`config.mk`:
```
export PLATFORM = sky130hd
export DESIGN_NAME = alu_seq_flat
export DESIGN_NICKNAME = d
export VERILOG_FILES = /design/src/rtl/alu_seq_if.sv /design/src/rtl/alu_seq.sv /design/src/flat_wrapper.sv
export SDC_FILE = /design/constraint.sdc
export NUM_CORES = 1
export LEC_CHECK = 0
export ABC_AREA = 1
export ABC_CLOCK_PERIOD_IN_PS = 3800
export CORE_MARGIN = 10
export CORE_UTILIZATION = 35
export DETAILED_ROUTE_END_ITERATION = 8
export PLACE_DENSITY_LB_ADDON = 0.3
export SLEW_MARGIN = 40
export SYNTH_ARGS = -nofsm -noshare
export SYNTH_HDL_FRONTEND = slang
export SYNTH_SLANG_ARGS = --single-unit
```
`constraint.sdc`:
```
create_clock -name clk -period 3.8 [get_ports clk]
set_input_delay 0.57 -clock clk [delete_from_list [all_inputs] [get_ports clk]]
set_output_delay 0.57 -clock clk [all_outputs]
set_load 0.01 [all_outputs]
```
`src/rtl/alu_seq_if.sv`:
```
`default_nettype none
// +----------------------------------------------------------------------------+
// | Module     : alu_seq_if                                                    |
// | Description: Operand/result handshake bundle for the sequential ALU.       |
// | Revision   : 1.0 - initial release                                         |
// +----------------------------------------------------------------------------+
interface alu_seq_if #(
    parameter int XLEN = 32
);
    logic            in_valid;
    logic            in_ready;
    logic [4:0]      ctrl;
    logic [XLEN-1:0] din_0;
    logic [XLEN-1:0] din_1;
    logic            out_valid;
    logic            out_ready;
    logic [XLEN-1:0] result;
    logic            busy;

    modport master (
        output in_valid, ctrl, din_0, din_1, out_ready,
        input  in_ready, out_valid, result, busy
    );

    modport slave (
        input  in_valid, ctrl, din_0, din_1, out_ready,
        output in_ready, out_valid, result, busy
    );
endinterface
`default_nettype wire

```
`src/rtl/alu_seq.sv`:
```
`default_nettype none
// +----------------------------------------------------------------------------+
// | Module     : alu_seq                                                       |
// | Description: Handshaked RV32/RV64 ALU; base ops in one cycle, M-extension  |
// |              mul/div/rem by iterative shift-add / restoring division.      |
// | Revision   : 1.0 - initial release                                         |
// +----------------------------------------------------------------------------+
module alu_seq #(
    parameter int XLEN     = 32,
    parameter int ENABLE_M = 1
) (
    input wire         clk,
    input wire         reset,
    alu_seq_if.slave   bus
);

    localparam int c_SHW = $clog2(XLEN);
    localparam int c_CW  = $clog2(XLEN + 2);
    localparam logic [c_CW-1:0] c_LAST = c_CW'(XLEN + 1);

    localparam logic [1:0] c_ST_IDLE = 2'd0;
    localparam logic [1:0] c_ST_MUL  = 2'd1;
    localparam logic [1:0] c_ST_DIV  = 2'd2;

    logic [1:0]        r_state;
    logic [1:0]        w_state_nxt;
    logic [c_CW-1:0]   r_cnt;
    logic [2:0]        r_op;
    logic [XLEN-1:0]   r_a;
    logic [XLEN-1:0]   r_b;
    logic [XLEN-1:0]   r_m;
    logic [XLEN-1:0]   r_hi;
    logic [XLEN-1:0]   r_lo;
    logic              r_neg_q;
    logic              r_neg_r;
    logic [XLEN-1:0]   r_result;
    logic              r_out_valid;

    logic              w_m;
    logic              w_alt;
    logic [2:0]        w_f3;
    logic [c_SHW-1:0]  w_shamt;
    logic              w_in_ready;
    logic              w_accept;
    logic              w_take_m;
    logic [XLEN-1:0]   w_sra;
    logic [XLEN-1:0]   w_base;

    logic              w_sa;
    logic              w_sb;
    logic              w_a_neg;
    logic              w_b_neg;
    logic [XLEN-1:0]   w_a_abs;
    logic [XLEN-1:0]   w_b_abs;

    logic [XLEN:0]     w_mul_sum;
    logic [XLEN:0]     w_div_sh;
    logic              w_div_ge;
    logic [XLEN-1:0]   w_div_sub;

    logic [2*XLEN-1:0] w_prod;
    logic [2*XLEN-1:0] w_prod_fix;
    logic [XLEN-1:0]   w_mul_res;
    logic [XLEN-1:0]   w_quo;
    logic [XLEN-1:0]   w_rem;
    logic [XLEN-1:0]   w_div_res;

    assign w_m        = bus.ctrl[4];
    assign w_alt      = bus.ctrl[3];
    assign w_f3       = bus.ctrl[2:0];
    assign w_shamt    = bus.din_1[c_SHW-1:0];
    assign w_in_ready = (r_state == c_ST_IDLE) && (!r_out_valid || bus.out_ready);
    assign w_accept   = bus.in_valid && w_in_ready;
    assign w_take_m   = w_m && (ENABLE_M != 0);
    assign w_sra      = $signed(bus.din_0) >>> w_shamt;

    always_comb begin
        w_base = '0;
        case (w_f3)
            3'b000:  w_base = w_alt ? (bus.din_0 - bus.din_1) : (bus.din_0 + bus.din_1);
            3'b001:  w_base = bus.din_0 << w_shamt;
            3'b010:  w_base = {{(XLEN-1){1'b0}}, ($signed(bus.din_0) < $signed(bus.din_1))};
            3'b011:  w_base = {{(XLEN-1){1'b0}}, (bus.din_0 < bus.din_1)};
            3'b100:  w_base = bus.din_0 ^ bus.din_1;
            3'b101:  w_base = w_alt ? w_sra : (bus.din_0 >> w_shamt);
            3'b110:  w_base = bus.din_0 | bus.din_1;
            default: w_base = bus.din_0 & bus.din_1;
        endcase
    end

    // Operand signedness: MULH both, MULHSU rs1 only, DIV/REM both.
    assign w_sa    = (r_state == c_ST_MUL) ? ((r_op == 3'b001) || (r_op == 3'b010)) : !r_op[0];
    assign w_sb    = (r_state == c_ST_MUL) ? (r_op == 3'b001) : !r_op[0];
    assign w_a_neg = w_sa && r_a[XLEN-1];
    assign w_b_neg = w_sb && r_b[XLEN-1];
    assign w_a_abs = w_a_neg ? -r_a : r_a;
    assign w_b_abs = w_b_neg ? -r_b : r_b;

    assign w_mul_sum = {1'b0, r_hi} + (r_lo[0] ? {1'b0, r_m} : {(XLEN+1){1'b0}});
    assign w_div_sh  = {r_hi, r_lo[XLEN-1]};
    assign w_div_ge  = w_div_sh >= {1'b0, r_m};
    assign w_div_sub = w_div_sh[XLEN-1:0] - r_m;

    assign w_prod     = {r_hi, r_lo};
    assign w_prod_fix = r_neg_q ? -w_prod : w_prod;
    assign w_mul_res  = (r_op[1:0] == 2'b00) ? w_prod_fix[XLEN-1:0] : w_prod_fix[2*XLEN-1:XLEN];

    // Divide-by-zero bypasses sign correction; min/-1 falls out of the unsigned path naturally.
    assign w_quo     = (r_b == '0) ? '1  : (r_neg_q ? -r_lo : r_lo);
    assign w_rem     = (r_b == '0) ? r_a : (r_neg_r ? -r_hi : r_hi);
    assign w_div_res = r_op[1] ? w_rem : w_quo;

    always_ff @(posedge clk) begin
        if (reset) begin
            r_state <= c_ST_IDLE;
        end else begin
            r_state <= w_state_nxt;
        end
    end

    always_comb begin
        w_state_nxt = r_state;
        case (r_state)
            c_ST_IDLE: begin
                if (w_accept && w_take_m) begin
                    w_state_nxt = w_f3[2] ? c_ST_DIV : c_ST_MUL;
                end
            end
            c_ST_MUL, c_ST_DIV: begin
                if (r_cnt == c_LAST) begin
                    w_state_nxt = c_ST_IDLE;
                end
            end
            default: w_state_nxt = c_ST_IDLE;
        endcase
    end

    always_ff @(posedge clk) begin
        if (reset) begin
            r_cnt       <= '0;
            r_op        <= '0;
            r_a         <= '0;
            r_b         <= '0;
            r_m         <= '0;
            r_hi        <= '0;
            r_lo        <= '0;
            r_neg_q     <= 1'b0;
            r_neg_r     <= 1'b0;
            r_result    <= '0;
            r_out_valid <= 1'b0;
        end else begin
            if (r_out_valid && bus.out_ready) begin
                r_out_valid <= 1'b0;
            end
            case (r_state)
                c_ST_IDLE: begin
                    if (w_accept) begin
                        if (w_take_m) begin
                            r_op  <= w_f3;
                            r_a   <= bus.din_0;
                            r_b   <= bus.din_1;
                            r_cnt <= '0;
                        end else begin
                            r_result    <= w_m ? '0 : w_base;
                            r_out_valid <= 1'b1;
                        end
                    end
                end
                c_ST_MUL, c_ST_DIV: begin
                    r_cnt <= r_cnt + 1'b1;
                    if (r_cnt == '0) begin
                        // Multiplication commutes, so both ops share the same operand slots.
                        r_m     <= w_b_abs;
                        r_lo    <= w_a_abs;
                        r_hi    <= '0;
                        r_neg_q <= w_a_neg ^ w_b_neg;
                        r_neg_r <= w_a_neg;
                    end else if (r_cnt == c_LAST) begin
                        r_result    <= (r_state == c_ST_MUL) ? w_mul_res : w_div_res;
                        r_out_valid <= 1'b1;
                        r_cnt       <= '0;
                    end else if (r_state == c_ST_MUL) begin
                        r_hi <= w_mul_sum[XLEN:1];
                        r_lo <= {w_mul_sum[0], r_lo[XLEN-1:1]};
                    end else begin
                        r_hi <= w_div_ge ? w_div_sub : w_div_sh[XLEN-1:0];
                        r_lo <= {r_lo[XLEN-2:0], w_div_ge};
                    end
                end
                default: begin
                    r_cnt <= '0;
                end
            endcase
        end
    end

    assign bus.in_ready  = w_in_ready;
    assign bus.out_valid = r_out_valid;
    assign bus.result    = r_result;
    assign bus.busy      = (r_state != c_ST_IDLE);

endmodule
`default_nettype wire

```
`src/flat_wrapper.sv`:
```
// flat-port wrapper written by rule: the top's interface ports become plain ports
module alu_seq_flat 
#(
    parameter int XLEN     = 32,
    parameter int ENABLE_M = 1
)
  (clk, reset, bus_in_valid, bus_ctrl, bus_din_0, bus_din_1, bus_out_ready, bus_in_ready, bus_out_valid, bus_result, bus_busy);
  alu_seq_if #(.XLEN(XLEN)) bus_i ();
  input wire clk;
  input wire reset;
  input wire logic [$bits(bus_i.in_valid)-1:0] bus_in_valid;
  input wire logic [$bits(bus_i.ctrl)-1:0] bus_ctrl;
  input wire logic [$bits(bus_i.din_0)-1:0] bus_din_0;
  input wire logic [$bits(bus_i.din_1)-1:0] bus_din_1;
  input wire logic [$bits(bus_i.out_ready)-1:0] bus_out_ready;
  output wire logic [$bits(bus_i.in_ready)-1:0] bus_in_ready;
  output wire logic [$bits(bus_i.out_valid)-1:0] bus_out_valid;
  output wire logic [$bits(bus_i.result)-1:0] bus_result;
  output wire logic [$bits(bus_i.busy)-1:0] bus_busy;
  assign bus_i.in_valid = bus_in_valid;
  assign bus_i.ctrl = bus_ctrl;
  assign bus_i.din_0 = bus_din_0;
  assign bus_i.din_1 = bus_din_1;
  assign bus_i.out_ready = bus_out_ready;
  assign bus_in_ready = bus_i.in_ready;
  assign bus_out_valid = bus_i.out_valid;
  assign bus_result = bus_i.result;
  assign bus_busy = bus_i.busy;
  alu_seq #(.XLEN(XLEN), .ENABLE_M(ENABLE_M)) u_core (.clk(clk), .reset(reset), .bus(bus_i));
endmodule
```
# After elaboration in Yosys (flattened, before gate mapping)
# Cells that the tools add are included.
# totals
ff_bits	206
in_bits	73
out_inout_bits	35
wordCells	117
# op_classes
n_addsub	10
order_cmp	3
n_eq_ne	18
n_shift	3
muxes	43
n_bitwise	4
n_reduce_logical	24
# ops
op	count
two-way mux 32 bit	23
case mux 32 bit (7 select lines)	1
negation 32 bit	4
< comparator 32 bit	2
two-way mux 64 bit	1
negation 64 bit	1
case mux 32 bit (2 select lines)	1
subtractor 32 bit	2
adder 32 x 33 -> 33 bit	1
greater-or-equal comparator 33 x 32 -> 1 bit	1
adder 32 bit	1
bitwise AND 32 bit	1
logical NOT 32 bit	1
OR 32 bit	1
left shift 32 x 5 -> 32 bit	1
right shift 32 x 5 -> 32 bit	1
>>> shifter 32 x 5 -> 32 bit	1
bitwise XOR 32 bit	1
two-way mux 6 bit	4
case mux 6 bit (2 select lines)	1
!= test 2 bit, second input constant	5
equality test 3 x 2 -> 1 bit, second input constant	3
equality test 3 bit, second input constant	3
AND reduction 2 bit	4
21 further kinds	40

# Logic depth before layout (Yosys ltp)
# Gate-level depths: netlist of run 1.
# logic_depth
word_depth	8
depth_mapped	22
ltp_nobuf	20

# Least setup slack after synthesis of run 1
# OpenSTA, ideal clock, no wires.
# synth_timing
kind	input -> register
start	input bus_din_1[3]
end	register u_core.r_result[14], in the netlist u_core.bus.result[14]
arrival_ps	2911
required_ps	3691
path_slack_ps	780
stages	19
cell_sequence	buf_2 -> clkinv_1 -> buf_2 -> buf_1 -> ha_1 -> nand2_1 -> o21ai_0 -> nand2_1 -> nand2_1 -> nand2_1 -> nand2_1 -> o21ai_1 -> or2_2 -> nand3_1 -> nand3_1 -> nand2_1 -> nand3_1 -> nand2_1 -> inv_1
# synth_between
elab_chain_len	6
elab_cells_between_ends	11
classes_between	2 x add/sub; 3 x shift; 6 x mux
# synth_rtl
item	line_no	rtl
start, declared	flat_wrapper.sv:14	input wire logic [$bits(bus_i.din_1)-1:0] bus_din_1;
adder 32 bit (tied with other cells)	alu_seq.sv:80	3'b000: w_base = w_alt ? (bus.din_0 - bus.din_1) : (bus.din_0 + bus.din_1);
two-way mux 32 bit, on equally long branches	alu_seq.sv:80, alu_seq.sv:85	
case mux 32 bit (7 select lines) (*)	alu_seq.sv:79	case (w_f3)
two-way mux 32 bit (*)	alu_seq.sv:158	if (w_take_m) begin
two-way mux 32 bit (*)	alu_seq.sv:157	if (w_accept) begin
case mux 32 bit (2 select lines) (*)	alu_seq.sv:155	case (r_state)
end signal, assigned	alu_seq.sv:164	r_result <= w_m ? '0 : w_base;
end signal, assigned	alu_seq.sv:179	r_result <= (r_state == c_ST_MUL) ? w_mul_res : w_div_res;
end, declared	alu_seq.sv:36	logic [XLEN-1:0] r_result;
# Every way passes the cells marked *; elsewhere a longest branch is shown, timed or not. The select of a mux whose other input is x is not followed.
# A chain may end at the register's enable or synchronous reset.

# Final worst setup path of run 1
# layout_timing
start	register u_core.r_lo[0]
end	register u_core.r_hi[23]
# layout_between
elab_chain_len	5
# layout_rtl
item	line_no	rtl
start, declared	alu_seq.sv:33	logic [XLEN-1:0] r_lo;
start signal, assigned	alu_seq.sv:174	r_lo <= w_a_abs;
start signal, assigned	alu_seq.sv:184	r_lo <= {w_mul_sum[0], r_lo[XLEN-1:1]};
start signal, assigned	alu_seq.sv:187	r_lo <= {r_lo[XLEN-2:0], w_div_ge};
two-way mux 32 bit	alu_seq.sv:99	assign w_mul_sum = {1'b0, r_hi} + (r_lo[0] ? {1'b0, r_m} : {(XLEN+1){1'b0}});
adder 32 x 33 -> 33 bit	alu_seq.sv:99	
two-way mux 32 bit	alu_seq.sv:182	end else if (r_state == c_ST_MUL) begin
two-way mux 32 bit	alu_seq.sv:178	end else if (r_cnt == c_LAST) begin
two-way mux 32 bit	alu_seq.sv:171	if (r_cnt == '0) begin
end signal, assigned	alu_seq.sv:183	r_hi <= w_mul_sum[XLEN:1];
end signal, assigned	alu_seq.sv:186	r_hi <= w_div_ge ? w_div_sub : w_div_sh[XLEN-1:0];
end, declared	alu_seq.sv:32	logic [XLEN-1:0] r_hi;
# No other way between the ends. The select of a mux whose other input is x is not followed.

==> impl_metrics.env, run 1 <==
export IMPL_status="finished, final reports clean"
export IMPL_synth_top_cell_area_share_pct=19.0
export IMPL_seq_area_frac_synth_pct=14.5
export IMPL_grt_antenna_before_repair=14
export IMPL_synth_ff_type="dfxtp_1"
export IMPL_fin_ws_ns=0.521
export IMPL_avgRoutedWirePerCell_um=24.7
export IMPL_synth_seq_cells=206
export IMPL_maxSlewViolCount=0
export IMPL_cap_viol_max_count=0
export IMPL_relSlewSlack_pct=40.9
export IMPL_finalSetupTns_ns=0
export IMPL_postCtsSetupBuffers=0
export IMPL_post_route_cell_area_mm2=0.0322
export IMPL_gp_congestion=1.10
export IMPL_critPathCaptureType="register"
export IMPL_hold_viol=0
export IMPL_period_needed_ns=3.28
export IMPL_synth_nets=5398
export IMPL_rows=104
export IMPL_port_buffers=107
export IMPL_power_density_mw_per_mm2=681
export IMPL_synth_top_area_cell="nand2_1"
export IMPL_grt_pass1_vias=33900
export IMPL_die_h_um=305
export IMPL_critPathMaxFanout=9
export IMPL_worst_ep_arrival_time_ns=3.71
export IMPL_timing_rr_start="u_core.r_lo[0]$_SDFFE_PP0P_"
export IMPL_dpl_cell_area_mm2=0.0314
export IMPL_core_area_mm2=0.0804
export IMPL_final_util_pct=40.1
export IMPL_firstDrtPassIters=6
export IMPL_syn_inst=5150
export IMPL_synthTopCellsByArea="nand2_1 (19%), dfxtp_1 (15%), nand3_1 (9.5%)"
export IMPL_fin_crit_sh_pct=86.3
export IMPL_ant_nets=0
export IMPL_crit_chain="nand2_1 -> inv_1 -> ha_1 -> inv_1 -> fa_1 -> nor3_1 -> nor2_1 -> o21ai_0 -> nand2_1 -> nand2_1 -> nand3_1 -> nand3_1 -> nand3_1 -> nand2_1 -> nor2_1 -> nor2_1 -> nor2_1"
export IMPL_cts_tree="yes"
export IMPL_hold_path_class="in -> reg"
export IMPL_pre_cts_slack_ns=0.146
export IMPL_grt_overflow_total=0
export IMPL_synth_edff_count=0
export IMPL_cpPeakStageDelay_ns=0.66
export IMPL_grt_pass1_wl_mm=225
export IMPL_cp_required_ns=4.23
export IMPL_ios=108
export IMPL_grt_max_degree=104
export IMPL_post_drt_via_cell_ratio=5.74
export IMPL_p_total_mw=21.9
export IMPL_stdcell_count=6347
export IMPL_cts_made_buffers=25
export IMPL_final_setup_skew_ns=0.0364
export IMPL_place_hpwl_mm=129
export IMPL_min_delay_start="reset"
export IMPL_drtIter0Drc=4518
export IMPL_drc=0
export IMPL_htree_levels=1
export IMPL_post_cts_resized=0
export IMPL_ff2ff_setup_slack_ns=0.52
export IMPL_setup_viol=0
export IMPL_hold_slack_ns=0.401
export IMPL_ys_warn_count=0
export IMPL_cts_root_buf="clkbuf_16"
export IMPL_die_w_um=305
export IMPL_clkSinkCount=206
export IMPL_initial_core_util_pct=35.3
export IMPL_whs_endpoint="u_core.r_hi[18]$_SDFFE_PP0P_"
export IMPL_hold_depth=2
export IMPL_yosysUniqueCellTypes=68
export IMPL_rr_worst_depth=17
export IMPL_fin_nets=5511
export IMPL_crit_path_top_delay_cell="dfxtp_1"
export IMPL_syn_to_final_growth_pct=13.7
export IMPL_hold_buffers=0
export IMPL_clk_latency_ns=0.58
export IMPL_ir_drop_mv=0.489
export IMPL_grt_util_all_layers_pct=31.9
export IMPL_dp_cells=6296
export IMPL_wl_mm=157
export IMPL_drive_gt1_share_pct=7.12
export IMPL_ys_async_sr_fraction_pct=0
export IMPL_clock_path_buffers=3
export IMPL_start_kind="register"
export IMPL_syn_area_per_cell_um2=5.50
export IMPL_path_class="reg -> reg"
export IMPL_die_area_mm2=0.0928
export IMPL_tightest_slew_ns=0.877
export IMPL_path_clk_slew_ns=0.06
export IMPL_power_leakage_nw=15.9
export IMPL_rsz0062_at_grt="no"
export IMPL_r2r_end="u_core.r_hi[23]$_SDFFE_PP0P_"
export IMPL_vias=36400
export IMPL_synth_area_mm2=0.0283
export IMPL_fmax_mhz=305
==> report_power, final <==
group	switching, mW	internal (mW)
Combinational	11.1	4.74
Sequential	0.796	2.76
Clock	1.10	1.40
==> worst max-delay path: cells and delay by family, from the launching register on <==
kind | cells | cell delay (ns)
AOI/OAI and AO/OA | 1 | 0.34
adders and majority gates | 2 | 0.68
buffers and inverters | 2 | 0.14
DFF | 1 | 0.66
and+or+nand+nor | 12 | 1.31
==> area by class of cell <==
cell class	count	area (µm²)
Clock inverter	13	111
Multi-Input combinational cell	4072	20800
Antenna cell	5	12.5
Tap cell	1060	1330
Sequential cell	206	4130
Inverter	629	2360
Clock buffer	33	716
Timing Repair Buffer	329	2760
Fill cell	9116	48200
==> Yosys cell counts, drive strengths merged (23+ instances only) <==
master,instances
inv,627
nand3b,32
ha,171
nand4,66
dfxtp,206
xor2,84
a21oi,444
nor2,515
clkbuf,129
xnor2,26
o21ai,411
o21a,23
nor3,71
o211ai,78
buf,114
nand2,1441
nand3,543
==> kinds of logic after synthesis <==
logic type | Yosys count | share of synthesized area (%)
AND/OR/NAND/NOR | 2708 | 40.7
AO/OA/AOI/OAI | 1078 | 21.2
buffers and inverters | 872 | 12.2
flip-flops | 206 | 14.5
adder cells (fa/ha/maj) | 175 | 7.83
XOR/XNOR | 110 | 3.42
multiplexers | 1 | 0.0353
==> cell usage in the layout, fill, tap and decap left out, types with 6 or more instances in the layout <==
cell type | netlist | final
xnor2_1 | 26 | 26
dfxtp_1 | 206 | 205
o211ai_2 | 7 | 7
inv_2 | 7 | 12
or2_2 | 16 | 16
o221ai_1 | 7 | 7
a31oi_1 | 18 | 18
a211oi_1 | 15 | 15
xor2_1 | 83 | 83
buf_4 | 10 | 218
a21o_1 | 15 | 15
a21oi_1 | 443 | 443
inv_1 | 619 | 613
o22ai_1 | 6 | 6
nor2_2 | 20 | 23
nor3_1 | 60 | 59
nor4_1 | 10 | 10
nand2_1 | 1434 | 1433
a21boi_0 | 9 | 9
nand3b_1 | 32 | 32
o21ai_1 | 20 | 20
o21ai_0 | 386 | 386
and2_1 | 6 | 6
nor3_2 | 10 | 11
nand3_2 | 7 | 6
o21a_1 | 23 | 23
o21bai_1 | 19 | 19
o2111ai_1 | 7 | 7
nand2_2 | 5 | 6
o31ai_1 | 6 | 6
nor2_1 | 491 | 487
nand3_1 | 536 | 536
clkbuf_16 | 0 | 25
nand4_1 | 66 | 66
o211ai_1 | 71 | 71
clkdlybuf4s50_1 | 0 | 101
ha_1 | 171 | 169
clkbuf_8 | 0 | 6
clkinv_2 | 1 | 7
==> sequential cells by signal (all words and copies together) (netlist names), 2 cells and up <==
signal,flops
u_core.r_op,3
u_core.r_m,32
u_core.r_b,32
u_core.r_a,32
u_core.r_hi,32
u_core.r_cnt,6
u_core.r_state,2
u_core.bus.result,32
u_core.r_lo,32
==> worst max-delay path by stage <==
| stage | start | to | slack (ns) | cells after the start |
|---|---|---|---|---|
| finish | u_core.r_lo[0]$_SDFFE_PP0P_ | u_core.r_hi[23]$_SDFFE_PP0P_ | 0.52 | 17 |
| global route | u_core.r_lo[0]$_SDFFE_PP0P_ | u_core.r_hi[24]$_SDFFE_PP0P_ | 0.28 | 15 |
| CTS | u_core.r_lo[0]$_SDFFE_PP0P_ | u_core.r_hi[23]$_SDFFE_PP0P_ | 0.56 | 18 |
| detailed placement | bus_din_1[11] | u_core.bus.result[14]$_SDFFE_PP0P_ | 0.15 | 20 |
| global placement | bus_din_1[26] | u_core.bus.result[28]$_SDFFE_PP0P_ | 0.13 | 16 |
| floorplan | bus_din_1[3] | u_core.bus.result[14]$_SDFFE_PP0P_ | 0.78 | 19 |
==> layer usage <==
layer  track usage, %  vias up  share of wire [%]
li1                 -    17200                  -
met1             39.9    16800                 40
met2             49.6     2023                 43
met3             6.08      433                9.8
met4             20.3       14                7.4
met5                0        -              0.059
Note: power is estimated with default switching activity, not from simulation.
==> run 2: changes to the inputs <==
--- a/config.mk
+++ b/config.mk
@@ -7,10 +7,13 @@
 export LEC_CHECK = 0
 export ABC_AREA = 1
 export ABC_CLOCK_PERIOD_IN_PS = 3800
+export CELL_PAD_IN_SITES_DETAIL_PLACEMENT = 0
+export CELL_PAD_IN_SITES_GLOBAL_PLACEMENT = 2
 export CORE_MARGIN = 10
-export CORE_UTILIZATION = 35
+export CORE_UTILIZATION = 33
 export DETAILED_ROUTE_END_ITERATION = 8
 export PLACE_DENSITY_LB_ADDON = 0.3
+export SKIP_LAST_GASP = 1
 export SLEW_MARGIN = 40
 export SYNTH_ARGS = -nofsm -noshare
 export SYNTH_HDL_FRONTEND = slang
==> run 2 against run 1 <==
  * Sequential share of layout area is 0.46 points lower
  * Largest cell class unchanged
  * Maximum frequency is 8.3% lower
  * Critical path depth stayed put
  * Combinational power is 10% higher
  * Critical endpoint is now u_core.bus.result[19]$_SDFFE_PP0P_
  * First-iteration DRC count is 9.5% lower
  * Count of clock-buffer cells in the layout is 4 higher
  * Critical path type is now in -> reg
  * Total power is 8.6% higher
  * Via count is 1.2% higher
==> impl_metrics.env, run 2 (synthesized netlist as in run 1, its figures left out) <==
export IMPL_status="finished, final reports clean"
export IMPL_tightest_slew_ns=0.895
export IMPL_rsz0062_at_grt="no"
export IMPL_grt_pass1_wl_mm=257
export IMPL_path_class="in -> reg"
export IMPL_core_area_mm2=0.0851
export IMPL_vias=36900
export IMPL_syn_to_final_growth_pct=17.9
export IMPL_die_w_um=313
export IMPL_stdcell_count=6543
export IMPL_period_needed_ns=3.58
export IMPL_timing_rr_start="u_core.r_hi[7]$_SDFFE_PP0P_"
export IMPL_power_leakage_nw=16.5
export IMPL_grt_antenna_before_repair=16
export IMPL_cts_root_buf="clkbuf_16"
export IMPL_start_kind="input port"
export IMPL_setup_viol=0
export IMPL_die_area_mm2=0.0980
export IMPL_drive_gt1_share_pct=9.06
export IMPL_postCtsSetupBuffers=0
export IMPL_port_buffers=107
export IMPL_clkSinkCount=206
export IMPL_power_density_mw_per_mm2=713
export IMPL_hold_slack_ns=0.476
export IMPL_dr_wl_met2_mm=82.0
export IMPL_maxSlewViolCount=0
export IMPL_drc=0
export IMPL_final_setup_skew_ns=0.0426
export IMPL_met1Wirelength_mm=74.2
export IMPL_critPathCaptureType="register"
export IMPL_die_h_um=313
export IMPL_post_drt_via_cell_ratio=5.63
export IMPL_gp_congestion=1.08
export IMPL_final_common_cell="nand2_1"
export IMPL_clock_path_buffers=3
export IMPL_drtIter0Drc=4090
export IMPL_hold_viol=0
export IMPL_fin_nets=5623
export IMPL_wl_mm=183
export IMPL_startpoint="bus_din_1[9]"
export IMPL_critPathMaxFanout=6
export IMPL_cts_tree="yes"
export IMPL_min_delay_start="u_core.bus.result[0]$_SDFFE_PP0P_"
export IMPL_worst_ep_arrival_time_ns=4.05
export IMPL_grt_util_all_layers_pct=35.7
export IMPL_avgRoutedWirePerCell_um=28.0
export IMPL_rows=107
export IMPL_cp_required_ns=4.27
export IMPL_cap_viol_max_count=0
export IMPL_grt_overflow_total=0
export IMPL_mostFrequentLayoutCells="nand2_1 (1,433), inv_1 (613), nand3_1 (536)"
export IMPL_path_clk_slew_ns=0.07
export IMPL_routed_top_layer="met5"
export IMPL_post_cts_resized=0
export IMPL_relSlewSlack_pct=39.7
export IMPL_ant_nets=0
export IMPL_cts_made_buffers=28
export IMPL_wl_met3_mm=12.2
export IMPL_place_hpwl_mm=152
export IMPL_fmax_mhz=279
export IMPL_htree_levels=1
export IMPL_fin_crit_sh_pct=94.2
export IMPL_clk_latency_ns=0.61
export IMPL_ios=108
export IMPL_hold_buffers=0
export IMPL_grt_max_degree=108
export IMPL_firstDrtPassIters=8
export IMPL_ir_drop_mv=0.599
export IMPL_initial_core_util_pct=33.3
export IMPL_dp_cells=6489
export IMPL_hold_path_class="reg -> reg"
export IMPL_grt_pass1_vias=34600
==> run 2: changes by cell type in the layout (fill, tap and decap cells not counted), sizes merged <==
cell	previous run	this run
buf	228	337
clkbuf	33	37
bufinv	1	3
inv	629	627
clkinv	11	12
clkinvlp	1	0
diode	5	4
==> run 2: worst max-delay path: stages <==
cell	delay (ns)
clkdlybuf4s50_1	0.60
inv_1	0.10
ha_1	0.33
buf_4	0.17
nor2_1	0.40
nand2_1	0.35
nor2_1	0.17
nand2_1	0.07
nand3_1	0.12
buf_4	0.21
nand2_1	0.06
o21ai_1	0.31
nand3_1	0.18
nand3_1	0.12
a21oi_1	0.08
nor2_1	0.16
nor2_1	0.06
==> run 2: per-stage QoR <==
step                      area, µm²  setup slack (ns)  total power, mW  setup TNS (ns)  utilization [%]
after floorplan               28300             0.780             13.7               0                -
after global placement        32400            -0.378             20.6          -0.875             38.1
after detailed placement      32500            -0.246             20.6          -0.515             38.1
after CTS                     33400             0.374             23.5               0             39.2
after global routing          33400             0.240             25.3               0             39.2
final                         33400             0.222             23.8               0             39.3
==> run 2: cell type report <==
type | instances | area [µm²]
clock buffers | 37 | 786
fillers | 9832 | 51700
flip-flops and latches | 206 | 4130
diodes | 4 | 10.0
multi-input cells | 4072 | 20800
clock inverters | 13 | 158
inverters | 629 | 2370
repair buffers | 438 | 3730
well taps | 1144 | 1430
==> run 2: power breakdown <==
part / total [mW] / internal [mW] / switching [mW]
Clock: 2.82 / 1.65 / 1.17
Combinational: 17.5 / 5.03 / 12.5
Sequential: 3.51 / 2.76 / 0.748
==> run 2: path summary, 6_finish.rpt <==
check | endpoint | cells after the start | slack, ns
max | u_core.bus.result[19]$_SDFFE_PP0P_ | 17 | 0.22
min | u_core.bus.result[0]$_SDFFE_PP0P_ | 2 | 0.48
max reg2reg | u_core.r_hi[22]$_SDFFE_PP0P_ | 13 | 0.47
min reg2reg | u_core.bus.result[0]$_SDFFE_PP0P_ | 2 | 0.48
==> run 2: layer usage <==
metal | vias to the layer above | global-route usage, %
li1 | 17400 | -
met1 | 17400 | 43.8
met2 | 1669 | 57.6
met3 | 427 | 4.79
met4 | 16 | 24.7
met5 | - | 0
